==> config.mk <==
export PLATFORM = sky130hd
export DESIGN_NAME = salu_arbiter
export DESIGN_NICKNAME = d
export VERILOG_FILES = /design/src/rtl/salu_pkg.sv /design/src/rtl/salu_rsp_fifo.sv /design/src/rtl/salu_arbiter.sv
export SDC_FILE = /design/constraint.sdc
export NUM_CORES = 1
export LEC_CHECK = 0
export BUFFER_PORTS_ARGS = -buffer_cell sky130_fd_sc_hd__buf_4
export CAP_MARGIN = 20
export CORE_AREA = 5 5 164 166
export CTS_CLUSTER_DIAMETER = 40
export CTS_CLUSTER_SIZE = 28
export DETAILED_ROUTE_END_ITERATION = 10
export DIE_AREA = 0 0 169 171
export GPL_ROUTABILITY_DRIVEN = 0
export GPL_TIMING_DRIVEN = 0
export PLACE_DENSITY = 0.53
export RECOVER_POWER = 50
export SKIP_CTS_REPAIR_TIMING = 1
export SLEW_MARGIN = 20
export SYNTH_ARGS = -nofsm -noshare
export SYNTH_HDL_FRONTEND = slang
export SYNTH_SLANG_ARGS = --single-unit
==> constraint.sdc <==
create_clock -name clk -period 8.1 [get_ports clk]
set_input_delay 1.62 -clock clk [delete_from_list [all_inputs] [get_ports clk]]
set_output_delay 1.62 -clock clk [all_outputs]
set_load 0.03 [all_outputs]
==> src/rtl/salu_pkg.sv <==
// Shared definitions for the scalar-ALU arbiter: ALU opcode encoding and result flag layout.
package salu_pkg;

  localparam int OP_WIDTH = 4;

  localparam logic [OP_WIDTH-1:0] OP_ADD  = 4'd0;
  localparam logic [OP_WIDTH-1:0] OP_SUB  = 4'd1;
  localparam logic [OP_WIDTH-1:0] OP_SLL  = 4'd2;
  localparam logic [OP_WIDTH-1:0] OP_SLT  = 4'd3;
  localparam logic [OP_WIDTH-1:0] OP_SLTU = 4'd4;
  localparam logic [OP_WIDTH-1:0] OP_XOR  = 4'd5;
  localparam logic [OP_WIDTH-1:0] OP_SRL  = 4'd6;
  localparam logic [OP_WIDTH-1:0] OP_SRA  = 4'd7;
  localparam logic [OP_WIDTH-1:0] OP_OR   = 4'd8;
  localparam logic [OP_WIDTH-1:0] OP_AND  = 4'd9;
  localparam logic [OP_WIDTH-1:0] OP_BEQ  = 4'd10;
  localparam logic [OP_WIDTH-1:0] OP_BNE  = 4'd11;
  localparam logic [OP_WIDTH-1:0] OP_BLT  = 4'd12;
  localparam logic [OP_WIDTH-1:0] OP_BGE  = 4'd13;
  localparam logic [OP_WIDTH-1:0] OP_BLTU = 4'd14;
  localparam logic [OP_WIDTH-1:0] OP_BGEU = 4'd15;

  typedef struct packed {
    logic ovf;
    logic neg;
    logic zero;
  } salu_flags_t;

endpackage

==> src/rtl/salu_rsp_fifo.sv <==
// Small synchronous circular FIFO for tagged ALU responses; flush empties it in one cycle.
module salu_rsp_fifo #(
  parameter type T     = logic,
  parameter int  DEPTH = 2
) (
  input  logic                       clk,
  input  logic                       rst_n,
  input  logic                       flush_i,
  input  logic                       push_i,
  input  T                           push_data_i,
  input  logic                       pop_i,
  output T                           head_o,
  output logic                       valid_o,
  output logic [$clog2(DEPTH+1)-1:0] count_o
);

  localparam int PTR_W = $clog2(DEPTH);
  localparam int CNT_W = $clog2(DEPTH+1);

  T                 mem_q [DEPTH];
  logic [PTR_W-1:0] wr_ptr_q, wr_ptr_d;
  logic [PTR_W-1:0] rd_ptr_q, rd_ptr_d;
  logic [CNT_W-1:0] count_q, count_d;
  logic             do_push;
  logic             do_pop;

  assign do_push = push_i && !flush_i;
  assign do_pop  = pop_i && (count_q != '0) && !flush_i;

  always_comb begin
    wr_ptr_d = wr_ptr_q;
    rd_ptr_d = rd_ptr_q;
    count_d  = count_q;
    if (flush_i) begin
      wr_ptr_d = '0;
      rd_ptr_d = '0;
      count_d  = '0;
    end else begin
      // Pointers wrap explicitly so non-power-of-two depths work.
      if (do_push) begin
        wr_ptr_d = (wr_ptr_q == PTR_W'(DEPTH-1)) ? '0 : wr_ptr_q + 1'b1;
      end
      if (do_pop) begin
        rd_ptr_d = (rd_ptr_q == PTR_W'(DEPTH-1)) ? '0 : rd_ptr_q + 1'b1;
      end
      case ({do_push, do_pop})
        2'b10:   count_d = count_q + CNT_W'(1);
        2'b01:   count_d = count_q - CNT_W'(1);
        default: count_d = count_q;
      endcase
    end
  end

  always_ff @(posedge clk or negedge rst_n) begin
    if (!rst_n) begin
      wr_ptr_q <= '0;
      rd_ptr_q <= '0;
      count_q  <= '0;
    end else begin
      wr_ptr_q <= wr_ptr_d;
      rd_ptr_q <= rd_ptr_d;
      count_q  <= count_d;
    end
  end

  always_ff @(posedge clk) begin
    if (do_push) begin
      mem_q[wr_ptr_q] <= push_data_i;
    end
  end

  assign head_o  = mem_q[rd_ptr_q];
  assign valid_o = (count_q != '0);
  assign count_o = count_q;

  // A push into a full FIFO is only legal when the head leaves in the same cycle.
  no_overflow_a : assert property (@(posedge clk) disable iff (!rst_n)
    !(do_push && !do_pop && (count_q == CNT_W'(DEPTH))));

endmodule

==> src/rtl/salu_arbiter.sv <==
// Round-robin sharing of one registered scalar ALU among NUM_REQ requesters,
// with credit-based issue into a small tagged response FIFO.
module salu_arbiter
  import salu_pkg::*;
#(
  parameter  int NUM_REQ    = 4,
  parameter  int DATA_WIDTH = 32,
  parameter  int RSP_DEPTH  = 2,
  localparam int ID_WIDTH   = $clog2(NUM_REQ)
) (
  input  logic                                clk,
  input  logic                                rst_n,
  input  logic                                flush_i,
  input  logic [NUM_REQ-1:0]                  req_valid_i,
  output logic [NUM_REQ-1:0]                  req_ready_o,
  input  logic [NUM_REQ-1:0][DATA_WIDTH-1:0]  req_rs1_i,
  input  logic [NUM_REQ-1:0][DATA_WIDTH-1:0]  req_rs2_i,
  input  logic [NUM_REQ-1:0][OP_WIDTH-1:0]    req_op_i,
  output logic [DATA_WIDTH-1:0]               alu_rs1_o,
  output logic [DATA_WIDTH-1:0]               alu_rs2_o,
  output logic [OP_WIDTH-1:0]                 alu_op_o,
  input  logic [DATA_WIDTH-1:0]               alu_res_i,
  input  logic                                alu_zero_i,
  input  logic                                alu_neg_i,
  input  logic                                alu_ovf_i,
  output logic                                rsp_valid_o,
  input  logic                                rsp_ready_i,
  output logic [ID_WIDTH-1:0]                 rsp_id_o,
  output logic [DATA_WIDTH-1:0]               rsp_res_o,
  output logic [2:0]                          rsp_flags_o
);

  localparam int CNT_W = $clog2(RSP_DEPTH+1);

  typedef struct packed {
    logic [ID_WIDTH-1:0]   id;
    logic [DATA_WIDTH-1:0] res;
    salu_flags_t           flags;
  } salu_rsp_t;

  logic [ID_WIDTH-1:0] last_q, last_d;
  logic [ID_WIDTH-1:0] id_q, id_d;
  logic                inflight_q, inflight_d;

  logic [ID_WIDTH-1:0] cand;
  logic [ID_WIDTH-1:0] grant_idx;
  logic                grant_any;
  logic                issue_ok;
  logic                rsp_pop;
  logic [CNT_W:0]      credit_used;
  logic [CNT_W:0]      credit_limit;

  salu_rsp_t           push_data;
  salu_rsp_t           fifo_head;
  logic                fifo_valid;
  logic [CNT_W-1:0]    fifo_count;

  assign rsp_pop = fifo_valid && rsp_ready_i;

  // A slot freed by this cycle's pop may be reused by this cycle's grant.
  always_comb begin
    credit_used  = {1'b0, fifo_count} + {{CNT_W{1'b0}}, inflight_q};
    credit_limit = (CNT_W+1)'(RSP_DEPTH) + {{CNT_W{1'b0}}, rsp_pop};
    issue_ok     = rst_n && !flush_i && (credit_used < credit_limit);
  end

  always_comb begin
    grant_any = 1'b0;
    grant_idx = '0;
    cand      = '0;
    for (int i = 1; i <= NUM_REQ; i++) begin
      cand = ID_WIDTH'((int'(last_q) + i) % NUM_REQ);
      if (issue_ok && !grant_any && req_valid_i[cand]) begin
        grant_any = 1'b1;
        grant_idx = cand;
      end
    end
  end

  always_comb begin
    req_ready_o = '0;
    alu_rs1_o   = '0;
    alu_rs2_o   = '0;
    alu_op_o    = OP_ADD;
    if (grant_any) begin
      req_ready_o[grant_idx] = 1'b1;
      alu_rs1_o              = req_rs1_i[grant_idx];
      alu_rs2_o              = req_rs2_i[grant_idx];
      alu_op_o               = req_op_i[grant_idx];
    end
  end

  always_comb begin
    inflight_d = grant_any;
    id_d       = grant_any ? grant_idx : id_q;
    last_d     = grant_any ? grant_idx : last_q;
  end

  always_ff @(posedge clk or negedge rst_n) begin
    if (!rst_n) begin
      last_q     <= ID_WIDTH'(NUM_REQ-1);
      id_q       <= '0;
      inflight_q <= 1'b0;
    end else begin
      last_q     <= last_d;
      id_q       <= id_d;
      inflight_q <= inflight_d;
    end
  end

  always_comb begin
    push_data.id         = id_q;
    push_data.res        = alu_res_i;
    push_data.flags.ovf  = alu_ovf_i;
    push_data.flags.neg  = alu_neg_i;
    push_data.flags.zero = alu_zero_i;
  end

  salu_rsp_fifo #(
    .T     (salu_rsp_t),
    .DEPTH (RSP_DEPTH)
  ) u_rsp_fifo (
    .clk         (clk),
    .rst_n       (rst_n),
    .flush_i     (flush_i),
    .push_i      (inflight_q),
    .push_data_i (push_data),
    .pop_i       (rsp_pop),
    .head_o      (fifo_head),
    .valid_o     (fifo_valid),
    .count_o     (fifo_count)
  );

  // Response fields read as zero whenever the FIFO is empty.
  assign rsp_valid_o = fifo_valid;
  assign rsp_id_o    = fifo_valid ? fifo_head.id    : '0;
  assign rsp_res_o   = fifo_valid ? fifo_head.res   : '0;
  assign rsp_flags_o = fifo_valid ? fifo_head.flags : '0;

endmodule

==> impl_metrics.yaml <==
finish:
  final_common_cell: "buf_4"
  diodes: 0
  final_nets: 1208
  area.growth.synth_to_final_pct: 72.41
  fin_area_sq_um: 9295
  drive_gt1_share_pct: 50.78
  final_cell_mix: "390 x buf_4, 174 x mux2i_1, 74 x edfxtp_1"
place:
  port_buffers: 424
  dpl_worst_slack_ps: 2697
  dpl.hpwl_mm: 21.61
  placed_area_sq_um: 9054
sta:
  rsz0062_at_grt: "false"
  fmax_mhz: 184.9
  post-route-period-util_pct: 66.77
  drv_slew: 27
  whs_ps: 480.7
  layout_setup_ws_ps: 2692
  finClkSkew_ps: 3.930
  min_period_ps: 5408
  setup_viol: 0
  slew_headroom_pct: -1.977
  max_slew.worst_pin.slew_ps: 1530
  tns_ps: 0
  hold_viol: 0
floorplan:
  dieArea_sq_um: 28900
  num_rows: 59
  die_h_um: 171
  start_util_pct: 21.17
  die_w_um: 169
  ios: 425
  coreArea_sq_um: 25470
cts:
  htreeDepth: 3
  cts_root_buf: "clkbuf_16"
  cts_tree: "done"
  insertion_delay_ps: 330
  clock_sinks: 83
  cts_buffers: 9
  clkTransAtPathRegs_ps: 60
  clockBufferDepth: 2
run:
  maxCapViolations: 1
setup_path:
  critPathCaptureType: "output port"
  cp.arrival_ps: 3790
  worst-setup-path-type: "in -> out"
  crit_path_start_kind: "input port"
  worstPathRequired_ps: 6480
  crit_fanout: 10
logic_synthesis:
  ys.flop_type: "edfxtp_1"
  synthArstFlopShare_pct: 10.84
  ys_warn_count: 0
  synth_top_area_share_pct: 41.22
  post-synth-top-area-cell: "edfxtp_1"
  synth.distinct_cells: 36
  synth_fp_nets: 768
  synth_seq_cells: 83
  synth_cells: 451
  netlist_area_sq_um: 5391
  avgSynthCellArea_sq_um: 11.95
  synthTopCellsByArea: "edfxtp_1 41%, mux2i_1 32%, o22ai_1 8.0%, dfrtp_1 3.2%, nor2_1 3.2%"
  synth-edff-count: 74
  ys_seq_area_share_pct: 45.44
detailed_routing:
  drt_wl_total_mm: 25.44
  post_drt_wl_per_cell_um: 20.66
  route.detailed.drc: 0
  drt_iter0_markers: 199
  drtAntennaViolNets: 0
  vias: 5386
  routed_via_density: 4.375
  drt_pass1_iterations: 4
global_routing:
  overflow: 0
  grt_pass1_vias: 5709
  track_usage_pct: 16.44
  grt_antenna_before_repair: 0
  grt_max_degree: 27
  grt_pass1_wl_mm: 35.78
status:
  status: "finished with violations"
  violations: "max-capacitance violations, max-slew violations"
hold_path:
  min_path_type: "reg -> reg"
pwr:
  leakagePower_uw: 0.004329
  ir_drop_mv: 0.1352
  power_uw: 1625
  p_per_area_nw_per_um2: 174.8
-- where the power goes --
group | switching (uW) | total [uW] | internal [uW]
combinational | 364 | 703 | 339
clock | 158 | 427 | 269
sequential | 9.32 | 495 | 486
-- critical path, cell delays in order --
cell and delay [ps]:
buf_4 130, nor2_1 210, nand3_1 130, nand4_1 180, inv_1 130, nand2b_1 80
buf_2 250, clkbuf_1 570, o22ai_1 240, buf_4 230
-- path summary, 6_finish.rpt --
| check | startpoint | to | slack, ps | cells after the start |
|---|---|---|---|---|
| worst max-delay path | req_valid_i[3] | alu_rs2_o[4] | 2690 | 10 |
| worst max register to register | inflight_q$_DFF_PN0_ | u_rsp_fifo.mem_q[1][4]$_DFFE_PP_ | 5480 | 2 |
| worst min register to register | id_q[1]$_DFFE_PN0P_ | u_rsp_fifo.mem_q[0][36]$_DFFE_PP_ | 480 | 0 |
| worst min-delay path | id_q[1]$_DFFE_PN0P_ | u_rsp_fifo.mem_q[0][36]$_DFFE_PP_ | 480 | 0 |
| min in group asynchronous | rst_n | u_rsp_fifo.count_o[1]$_DFFE_PN0P_ | 1240 | 1 |
| max in group asynchronous | rst_n | last_q[0]$_DFFE_PN1P_ | 6500 | 1 |
-- synthesized netlist by cell type (3+ instances only) --
master,count
o22ai_1,69
clkbuf_1,15
dfrtp_1,7
buf_8,6
o21ai_0,3
buf_2,7
inv_1,4
nor2b_1,5
nand2_1,3
buf_12,5
mux2i_1,174
edfxtp_1,74
nor2_1,46
-- layer usage --
metal	global-route usage, %	vias to the layer above	share of wire [%]
met2	31.32	230	54
met5	0	-	0
met4	3.990	0	1.7
li1	-	2614	-
met3	5.430	18	8.5
met1	17.52	2524	36
-- layout make-up --
cell class / instances / area (sq um)
Inverter: 5 / 18.77
Multi-Input combinational cell: 325 / 2600
Clock buffer: 9 / 225.2
Tap cell: 335 / 419.2
Sequential cell: 83 / 2450
Clock inverter: 7 / 91.34
Fill cell: 2619 / 16170
Buffer: 38 / 322.8
Timing Repair Buffer: 429 / 3168
-- state kept, by name (all words and copies together) (netlist names) --
register             cells
u_rsp_fifo.count_o       2
u_rsp_fifo.wr_ptr_q      1
id_q                     2
u_rsp_fifo.mem_q        74
inflight_q               1
last_q                   2
u_rsp_fifo.rd_ptr_q      1
-- per-stage QoR --
step / utilization [%] / instances
after floorplan: - / 451
after global placement: 35.31 / 1210
after detailed placement: 35.55 / 1215
after CTS: 36.79 / 1231
after global routing: 36.50 / 1231
final: 36.50 / 1231
-- cells by family (layout without fill, tap and decap cells) --
kind of cell / after synthesis / in the layout / share of synthesized area (%)
AO/OA/AOI/OAI: 81 / 81 / 9.677
XOR/XNOR: 3 / 3 / 0.4874
adder cells (fa/ha/maj): 2 / 2 / 0.4641
buffers and inverters: 43 / 488 / 6.335
flip-flops: 83 / 83 / 45.44
multiplexers: 174 / 174 / 32.30
AND/OR/NAND/NOR: 65 / 65 / 5.292
(Power assumes the default switching activity.)
